`src/rtl/pot_scan_sched.sv`:
```
// Round-robin scan of the six slide pots through one shared A2D channel mux.
// One conversion in flight at a time; results (optionally IIR-smoothed) land in per-pot registers.
module pot_scan_sched #(
    // 3-bit A2D channel per pot index 0..5 (LP,B1,B2,B3,HP,VOL = ch 1,0,4,2,3,7)
    parameter logic [17:0] CH_MAP      = 18'o732401,
    parameter int          SETTLE_CYC  = 1024,
    parameter int          TIMEOUT_CYC = 4096,
    parameter int          FILT_SHIFT  = 0
) (
    input  logic        clk,
    input  logic        rst_n,
    input  logic        en,
    output logic        strt_cnv,
    output logic [2:0]  chnnl,
    input  logic        cnv_cmplt,
    input  logic [11:0] res,
    output logic [11:0] POT_LP,
    output logic [11:0] POT_B1,
    output logic [11:0] POT_B2,
    output logic [11:0] POT_B3,
    output logic [11:0] POT_HP,
    output logic [11:0] VOLUME,
    output logic        scan_done,
    output logic        a2d_err
);

    typedef enum logic [1:0] {IDLE, START, WAIT, SETTLE} state_t;

    localparam int MAX_CYC = (SETTLE_CYC > TIMEOUT_CYC) ? SETTLE_CYC : TIMEOUT_CYC;
    localparam int TW      = $clog2(MAX_CYC + 1);
    localparam logic [TW-1:0] SETTLE_LAST  = TW'(SETTLE_CYC - 1);
    localparam logic [TW-1:0] TIMEOUT_LAST = TW'(TIMEOUT_CYC - 1);

    state_t        state;
    logic [2:0]    idx;
    logic [TW-1:0] timer;
    logic [5:0]    first_load;
    logic [11:0]   pot [6];

    // Step toward the new sample by diff/2^FILT_SHIFT; the arithmetic shift
    // rounds toward -inf, so the result always stays between pot and res.
    function automatic logic [11:0] smooth(input logic [11:0] cur, input logic [11:0] smp);
        logic signed [13:0] diff;
        logic signed [13:0] sum;
        diff = $signed({2'b00, smp}) - $signed({2'b00, cur});
        sum  = $signed({2'b00, cur}) + (diff >>> FILT_SHIFT);
        return sum[11:0];
    endfunction

    always_ff @(posedge clk or negedge rst_n) begin
        if (!rst_n) begin
            state      <= IDLE;
            idx        <= '0;
            timer      <= '0;
            first_load <= '1;
            strt_cnv   <= 1'b0;
            chnnl      <= '0;
            scan_done  <= 1'b0;
            a2d_err    <= 1'b0;
            // NOTE: the pot registers drive outputs that must read 0 out of reset, so this small array is reset explicitly.
            for (int i = 0; i < 6; i++) pot[i] <= '0;
        end else begin
            // NOTE: pulse outputs default low every clock so each is high for exactly one cycle.
            strt_cnv  <= 1'b0;
            scan_done <= 1'b0;
            case (state)
                IDLE: begin
                    if (en) state <= START;
                end
                START: begin
                    strt_cnv <= 1'b1;
                    chnnl    <= CH_MAP[3*idx +: 3];
                    timer    <= '0;
                    state    <= WAIT;
                end
                WAIT: begin
                    if (cnv_cmplt) begin
                        pot[idx]        <= first_load[idx] ? res : smooth(pot[idx], res);
                        first_load[idx] <= 1'b0;
                        timer           <= '0;
                        state           <= SETTLE;
                    end else if (timer == TIMEOUT_LAST) begin
                        a2d_err <= 1'b1;
                        timer   <= '0;
                        state   <= SETTLE;
                    end else begin
                        timer <= timer + 1'b1;
                    end
                end
                SETTLE: begin
                    if (timer == SETTLE_LAST) begin
                        timer <= '0;
                        if (idx == 3'd5) begin
                            idx       <= '0;
                            scan_done <= 1'b1;
                        end else begin
                            idx <= idx + 3'd1;
                        end
                        state <= en ? START : IDLE;
                    end else begin
                        timer <= timer + 1'b1;
                    end
                end
                default: state <= IDLE;
            endcase
        end
    end

    assign POT_LP = pot[0];
    assign POT_B1 = pot[1];
    assign POT_B2 = pot[2];
    assign POT_B3 = pot[3];
    assign POT_HP = pot[4];
    assign VOLUME = pot[5];

endmodule
```
`config.mk`:
```
export PLATFORM = sky130hd
export DESIGN_NAME = pot_scan_sched
export DESIGN_NICKNAME = d
export VERILOG_FILES = /design/src/rtl/pot_scan_sched.sv
export SDC_FILE = /design/constraint.sdc
export NUM_CORES = 1
export LEC_CHECK = 0
export ABC_AREA = 1
export CORE_MARGIN = 1
export CORE_UTILIZATION = 30
export CTS_BUF_LIST = sky130_fd_sc_hd__clkbuf_16
export DETAILED_ROUTE_END_ITERATION = 16
export PLACE_DENSITY = 0.48
export SYNTH_ARGS = -nofsm -noshare
export SYNTH_HDL_FRONTEND = slang
export SYNTH_SLANG_ARGS = --single-unit
export TNS_END_PERCENT = 5
```
`constraint.sdc`:
```
create_clock -name clk -period 2.11 [get_ports clk]
set_clock_uncertainty 0.15 [all_clocks]
set_input_delay 0.422 -clock clk [delete_from_list [all_inputs] [get_ports clk]]
set_output_delay 0.422 -clock clk [all_outputs]
set_load 0.02 [all_outputs]
```
==> results.sh, run 1 <==
export IMPL_cts_buffer_depth=2
export IMPL_setup_tns_ns=0
export IMPL_synthDistinctLibCells=36
export IMPL_clock_latency_ns=0.35
export IMPL_drt_iter0_drc=295
export IMPL_power_share_switching=0.330
export IMPL_grt_pass1_vias=4516
export IMPL_pwr_share_clk=0.287
export IMPL_drt_pass1_iterations=4
export IMPL_slowest_stage="clkdlybuf4s50_1"
export IMPL_min_path_type="register to register"
export IMPL_reg2reg_slack_ns=0.17
export IMPL_diodes=0
export IMPL_area_growth_pct=39.6
export IMPL_cts_max_level=3
export IMPL_finalCritPeriodShare=0.975
export IMPL_core_area_um2=16100
export IMPL_p_int_mw=3.59
export IMPL_endpoint_kind="register"
export IMPL_r2r_end="POT_LP[0]"
export IMPL_gp_congestion=0.788
export IMPL_hpwlAfterDp_mm=10.3
export IMPL_crit_type="primary input to register"
export IMPL_dieArea_um2=17200
export IMPL_pin_count=94
export IMPL_cp_start_kind="primary input"
export IMPL_clkTransAtPathRegs_ns=0.07
export IMPL_yosysWarnings=0
export IMPL_place_inst=950
export IMPL_cts_tree="done"
export IMPL_comb_power_share=0.297
export IMPL_p_leak_nw=3.40
export IMPL_synth_area_leaders="dfrtp_1 (48%), nand2_1 (18%), inv_1 (4.4%)"
export IMPL_track_usage=0.176
export IMPL_whs_ns=0.293
export IMPL_die_h_um=131
export IMPL_vias_per_cell=4.53
export IMPL_cp_slowest_stage_delay_ns=0.48
export IMPL_grt_max_degree=43
export IMPL_syn_mean_instance_area_um2=8.12
export IMPL_wl_mm=14.3
export IMPL_crit_family="buffers and inverters"
export IMPL_port_buffer_count=93
export IMPL_die_x_um=131
export IMPL_drive_above_1_share=0.171
export IMPL_endpoint="POT_LP[8]"
export IMPL_syn_nets=648
export IMPL_multi_input_area_um2=2300
export IMPL_grt_pass1_wl_mm=23.8
export IMPL_synth_most_common_cell="nand2_1"
export IMPL_ant_nets=0
export IMPL_syn_area_um2=5000
export IMPL_antenna_found_initial=0
export IMPL_cts_sinks=102
export IMPL_final_cells=971
export IMPL_crit_fanout=6
export IMPL_finalCriticalPeriod_ns=2.06
export IMPL_ys_ff_latch=102
export IMPL_critPathRequiredTime_ns=2.20
export IMPL_synth_common_cells="nand2_1 (244), dfrtp_1 (96), inv_1 (59)"
export IMPL_routedWlPerCell_um=14.7
export IMPL_fmax_mhz=486
export IMPL_tightest_slew_ns=0.510
export IMPL_worstPathArrival_ns=2.15
export IMPL_rsz0062_at_grt="true"
export IMPL_rows=46
export IMPL_power_density_nw_per_um2=767
export IMPL_cp_startpoint="res[6]"
export IMPL_start_util=0.311
export IMPL_final_seq_area_um2=2560
export IMPL_cp_num_buf_inv=3
export IMPL_cts_root_buffer="clkbuf_16"
export IMPL_synth_top_area_frac=0.480
export IMPL_ys_seq_area_frac=0.512
export IMPL_ir_drop_uv=444
export IMPL_worstPathCellList="clkdlybuf4s50_1 -> inv_1 -> ha_2 -> nand2_1 -> buf_4 -> nor2_1 -> nand2_2 -> nand3_1 -> nand3_4 -> nand3_1 -> nand2_1"
export IMPL_remaining_drc_errors=0
export IMPL_crit_cells=11
export IMPL_async_reset_ff_frac=1.00
export IMPL_n_fill_cell=1593
export IMPL_status="completed"
export IMPL_timing_rr_start="state[0]"
export IMPL_synthCells=616
export IMPL_relSlewSlack=0.660
export IMPL_slew_viol_final=0
export IMPL_hold_viol_final=0
export IMPL_power_switching_mw=1.77
export IMPL_yosys_area_top_type="dfrtp_1"
export IMPL_synth_ff_type="dfrtp_1"
export IMPL_nets=782
export IMPL_gr_total_overflow=0
export IMPL_numCtsBuffers=9
export IMPL_r2r_cells=9
export IMPL_maxCapViolCount=0
export IMPL_p_seq_frac=0.416
export IMPL_vias=4403
export IMPL_finalPower_mw=5.35
export IMPL_synth_edf_count=0
export IMPL_setup_viol=0
[how the worst min path moves through the flow]
| stage | startpoint | to | cells after the start |
|---|---|---|---|
| after floorplan | rst_n | POT_B1[0] | 0 |
| after global placement | rst_n | POT_LP[0] | 1 |
| after detailed placement | rst_n | POT_LP[0] | 1 |
| after CTS | first_load[1] | first_load[1] | 2 |
| after global routing | first_load[1] | first_load[1] | 2 |
| final | first_load[1] | first_load[1] | 2 |
[sequential cells by signal, indices dropped and copies added (netlist names)]
| name | count |
|---|---|
| idx | 3 |
| first_load | 6 |
| POT_HP | 12 |
| POT_B2 | 12 |
| POT_B1 | 12 |
| POT_LP | 12 |
| timer | 13 |
| scan_done | 1 |
| VOLUME | 12 |
| state | 2 |
| a2d_err | 1 |
| strt_cnv | 1 |
| chnnl | 3 |
| POT_B3 | 12 |
[cells by family (layout without fill, tap and decap cells)]
family | after synthesis | after routing | synth area share
xor+xnor | 15 | 15 | 0.0263
simple gates | 348 | 348 | 0.285
buf+inv | 80 | 219 | 0.0698
fa+ha+maj | 16 | 16 | 0.0400
flops | 102 | 102 | 0.512
compound gates | 55 | 55 | 0.0668
[power groups by stage]
stage	Clock, mW	Sequential, mW	Combinational (mW)
2_1_floorplan	0	2.41	0.664
3_3_place_gp	0	2.26	1.45
3_5_place_dp	0	2.27	1.47
4_1_cts	1.60	2.23	1.53
5_1_grt	1.68	2.24	1.75
6_report	1.54	2.22	1.59
[worst reg2reg max path, cell delays in order, from the launching register on]
cell,delay [ns]
dfrtp_1,0.44
inv_1,0.13
ha_1,0.26
nand2_2,0.14
nor3_1,0.20
buf_4,0.15
clkinvlp_4,0.08
buf_12,0.15
nand2_1,0.05
o21ai_0,0.06
[per-stage QoR]
step	cell area (um^2)	utilization	setup slack (ns)
2_1_floorplan	5000	-	0.274
4_1_cts	6810	0.424	0.00660
6_report	6980	0.435	0.0520
3_3_place_gp	6420	0.400	-0.524
3_5_place_dp	6420	0.400	-0.550
5_1_grt	6980	0.435	-0.0655
[layer usage]
| layer | GRT usage | routed length [um] | share of wire |
|---|---|---|---|
| met2 | 0.295 | 6700 | 0.47 |
| met3 | 0.0266 | 476 | 0.033 |
| met5 | 0 | 0 | 0 |
| met1 | 0.229 | 6850 | 0.48 |
| met4 | 0.0627 | 251 | 0.018 |
[placed cells by master, fill, tap and decap left out, drive strengths merged]
cell type,instances
a21o,1
a21oi,6
a311oi,1
a31oi,1
buf,46
clkbuf,9
clkdlybuf4s50,86
clkinv,6
clkinvlp,4
dfrtp,96
dfstp,6
dlygate4sd2,2
dlygate4sd3,1
dlymetal6s2s,4
ha,16
inv,61
nand2,252
nand3,38
nand3b,2
nand4,5
nor2,43
nor3,7
o211ai,1
o21ai,36
o21bai,1
o22ai,8
or2,1
xnor2,5
xor2,10
[repair_timing]
action | in CTS | in global routing
cloned | 0 | 0
hold buffers | 1 | 0
buffers inserted | 1 | 3
endpoints found under the hold margin | 26 | 0
gates resized for setup | 21 | 33
endpoints found under the setup margin | 48 | 59
pin swaps | 4 | 6
[final cells by class]
class | count | share of cell area
Inverter | 64 | 0.0355
Sequential cell | 102 | 0.367
Clock buffer | 9 | 0.0323
Clock inverter | 7 | 0.00592
Timing Repair Buffer | 139 | 0.191
Multi-Input combinational cell | 434 | 0.330
Tap cell | 216 | 0.0387
No activity file was read; power rests on OpenSTA's default activity.
==> run 2: changes to the inputs <==
--- a/config.mk
+++ b/config.mk
@@ -6,11 +6,13 @@
 export NUM_CORES = 1
 export LEC_CHECK = 0
 export ABC_AREA = 1
+export CELL_PAD_IN_SITES_DETAIL_PLACEMENT = 0
+export CELL_PAD_IN_SITES_GLOBAL_PLACEMENT = 1
 export CORE_MARGIN = 1
 export CORE_UTILIZATION = 30
 export CTS_BUF_LIST = sky130_fd_sc_hd__clkbuf_16
 export DETAILED_ROUTE_END_ITERATION = 16
-export PLACE_DENSITY = 0.48
+export PLACE_DENSITY = 0.62
 export SYNTH_ARGS = -nofsm -noshare
 export SYNTH_HDL_FRONTEND = slang
 export SYNTH_SLANG_ARGS = --single-unit
==> run 2 against run 1 <==
Against the previous run: core utilization hardly changed; largest cell class unchanged; power is 2.9% higher; first-iteration DRC count is 26% lower; sequential share of layout area hardly changed; highest routed layer unchanged.
==> results.sh, run 2 (synthesized netlist as in run 1, its figures left out) <==
export IMPL_place_inst=951
export IMPL_relSlewSlack=0.706
export IMPL_clock_latency_ns=0.35
export IMPL_largest_reg_flops=13
export IMPL_tightest_slew_ns=0.441
export IMPL_ant_nets=0
export IMPL_drt_pass1_iterations=5
export IMPL_p_leak_nw=3.42
export IMPL_core_area_um2=16100
export IMPL_cts_max_level=3
export IMPL_layout_common_cells="nand2_1 (236), dfrtp_1 (95), clkdlybuf4s50_1 (86), inv_1 (57), buf_4 (40)"
export IMPL_grt_max_degree=41
export IMPL_grt_most_used_layer="met2"
export IMPL_die_h_um=131
export IMPL_dp_slack_ns=-0.526
export IMPL_slowest_stage="clkdlybuf4s50_1"
export IMPL_numCtsBuffers=9
export IMPL_drive_above_1_share=0.168
export IMPL_crit_type="primary input to register"
export IMPL_cp_start_kind="primary input"
export IMPL_vias_per_cell=4.49
export IMPL_cts_sinks=102
export IMPL_regMostFlops="timer"
export IMPL_setup_viol=0
export IMPL_min_path_type="register to register"
export IMPL_track_usage=0.176
export IMPL_status="completed"
export IMPL_diodes=0
export IMPL_cts_setup_buffers=0
export IMPL_cp_startpoint="res[1]"
export IMPL_fmax_mhz=485
export IMPL_critPathRequiredTime_ns=2.19
export IMPL_nets=779
export IMPL_endpoint_kind="register"
export IMPL_wl_mm=14.3
export IMPL_vias=4342
export IMPL_worstHoldStart="first_load[3]"
export IMPL_worstPathCellList="clkdlybuf4s50_1 -> buf_4 -> ha_2 -> nand2_1 -> nand2_1 -> o21bai_2 -> xor2_1 -> o21ai_4 -> o21ai_0"
export IMPL_die_x_um=131
export IMPL_cts_tree="done"
export IMPL_ir_drop_uv=439
export IMPL_grt_util_met1=0.234
export IMPL_timing_rr_start="first_load[2]"
export IMPL_finalCritPeriodShare=0.977
export IMPL_routedWlPerCell_um=14.8
export IMPL_remaining_drc_errors=0
export IMPL_rsz0062_at_grt="true"
export IMPL_final_core_util=0.435
export IMPL_drt_iter0_drc=218
export IMPL_start_util=0.311
export IMPL_worst_path_most_repeated_cell="nand2_1"
export IMPL_rows=46
export IMPL_grt_pass1_wl_mm=23.7
export IMPL_final_cells=968
export IMPL_cts_buffer_depth=2
export IMPL_setup_tns_ns=0
export IMPL_crit_fanout=6
export IMPL_grt_pass1_vias=4456
export IMPL_use_met2=0.285
export IMPL_mostFrequentLayoutCell="nand2_1"
export IMPL_gr_total_overflow=0
export IMPL_use_met3=0.0320
export IMPL_area_growth_pct=39.6
export IMPL_hold_viol_final=0
export IMPL_finalCriticalPeriod_ns=2.06
export IMPL_finalPower_mw=5.51
export IMPL_cts_root_buffer="clkbuf_16"
export IMPL_setup_ws_ns=0.0492
export IMPL_maxCapViolCount=0
export IMPL_port_buffer_count=93
export IMPL_pin_count=94
export IMPL_hpwlAfterDp_mm=10.4
export IMPL_power_density_nw_per_um2=789
export IMPL_worstPathArrival_ns=2.14
export IMPL_antenna_found_initial=0
export IMPL_clkTransAtPathRegs_ns=0.07
export IMPL_slew_viol_final=0
export IMPL_cp_slowest_stage_delay_ns=0.43
export IMPL_gp_congestion=0.787
export IMPL_dieArea_um2=17200
-- run 2: cell count changes in the layout (fill, tap and decap cells not counted), moves of 2 or more --
cell      change
buf_4         -2
clkinv_1      -3
o21ai_0       +3
nand2_2       -2
nand2_4       +2
inv_2         +2
o21ai_1       -3
-- run 2: metal layers --
metal / vias to the layer above / part of all wire
li1: 2195 / -
met1: 2038 / 0.47
met2: 87 / 0.47
met3: 22 / 0.037
met4: 0 / 0.021
met5: - / 0
-- run 2: report_power, final --
| part | internal, mW | switching, mW | leakage (nW) | total (mW) |
|---|---|---|---|---|
| clock network | 0.923 | 0.788 | 0.139 | 1.71 |
| logic | 0.662 | 0.908 | 1.91 | 1.57 |
| registers | 2.12 | 0.110 | 1.37 | 2.23 |
| total | 3.70 | 1.81 | 3.42 | 5.51 |
-- run 2: per-stage QoR --
stage                     cell area (um^2)  hold WS, ns
after CTS                             6820        0.295
after detailed placement              6440        0.253
after global routing                  6980        0.316
after floorplan                       5000      -0.0236
after global placement                6440        0.239
final                                 6980        0.294
-- run 2: repair_timing --
action | in CTS | in global routing
endpoints found under the hold margin | 23 | 0
setup endpoints to repair | 43 | 64
hold buffers | 1 | 0
gates resized for setup | 15 | 37
pin swaps | 3 | 7
-- run 2: cell type report --
cell class / count / area, um^2
Fill cell: 1570 / 9080
Sequential cell: 102 / 2560
Multi-Input combinational cell: 434 / 2310
Timing Repair Buffer: 136 / 1300
Tap cell: 216 / 270
Inverter: 64 / 241
Clock buffer: 9 / 225
Clock inverter: 7 / 73.8
-- run 2: critical path: cells and delay by family --
family | cells | cell delay (ns)
xor+xnor | 1 | 0.19
buf+inv | 2 | 0.60
fa+ha+maj | 1 | 0.20
simple gates | 2 | 0.12
compound gates | 3 | 0.60
-- run 2: path summary, 6_finish.rpt --
path,slack (ns),end,cells past startpoint
hold / removal,0.29,first_load[3],2
hold reg to reg,0.29,first_load[3],2
min in group asynchronous,0.41,timer[4],2
max in group asynchronous,0.77,first_load[3],3
setup / recovery,0.05,POT_B3[4],9
setup reg to reg,0.17,POT_B2[11],11
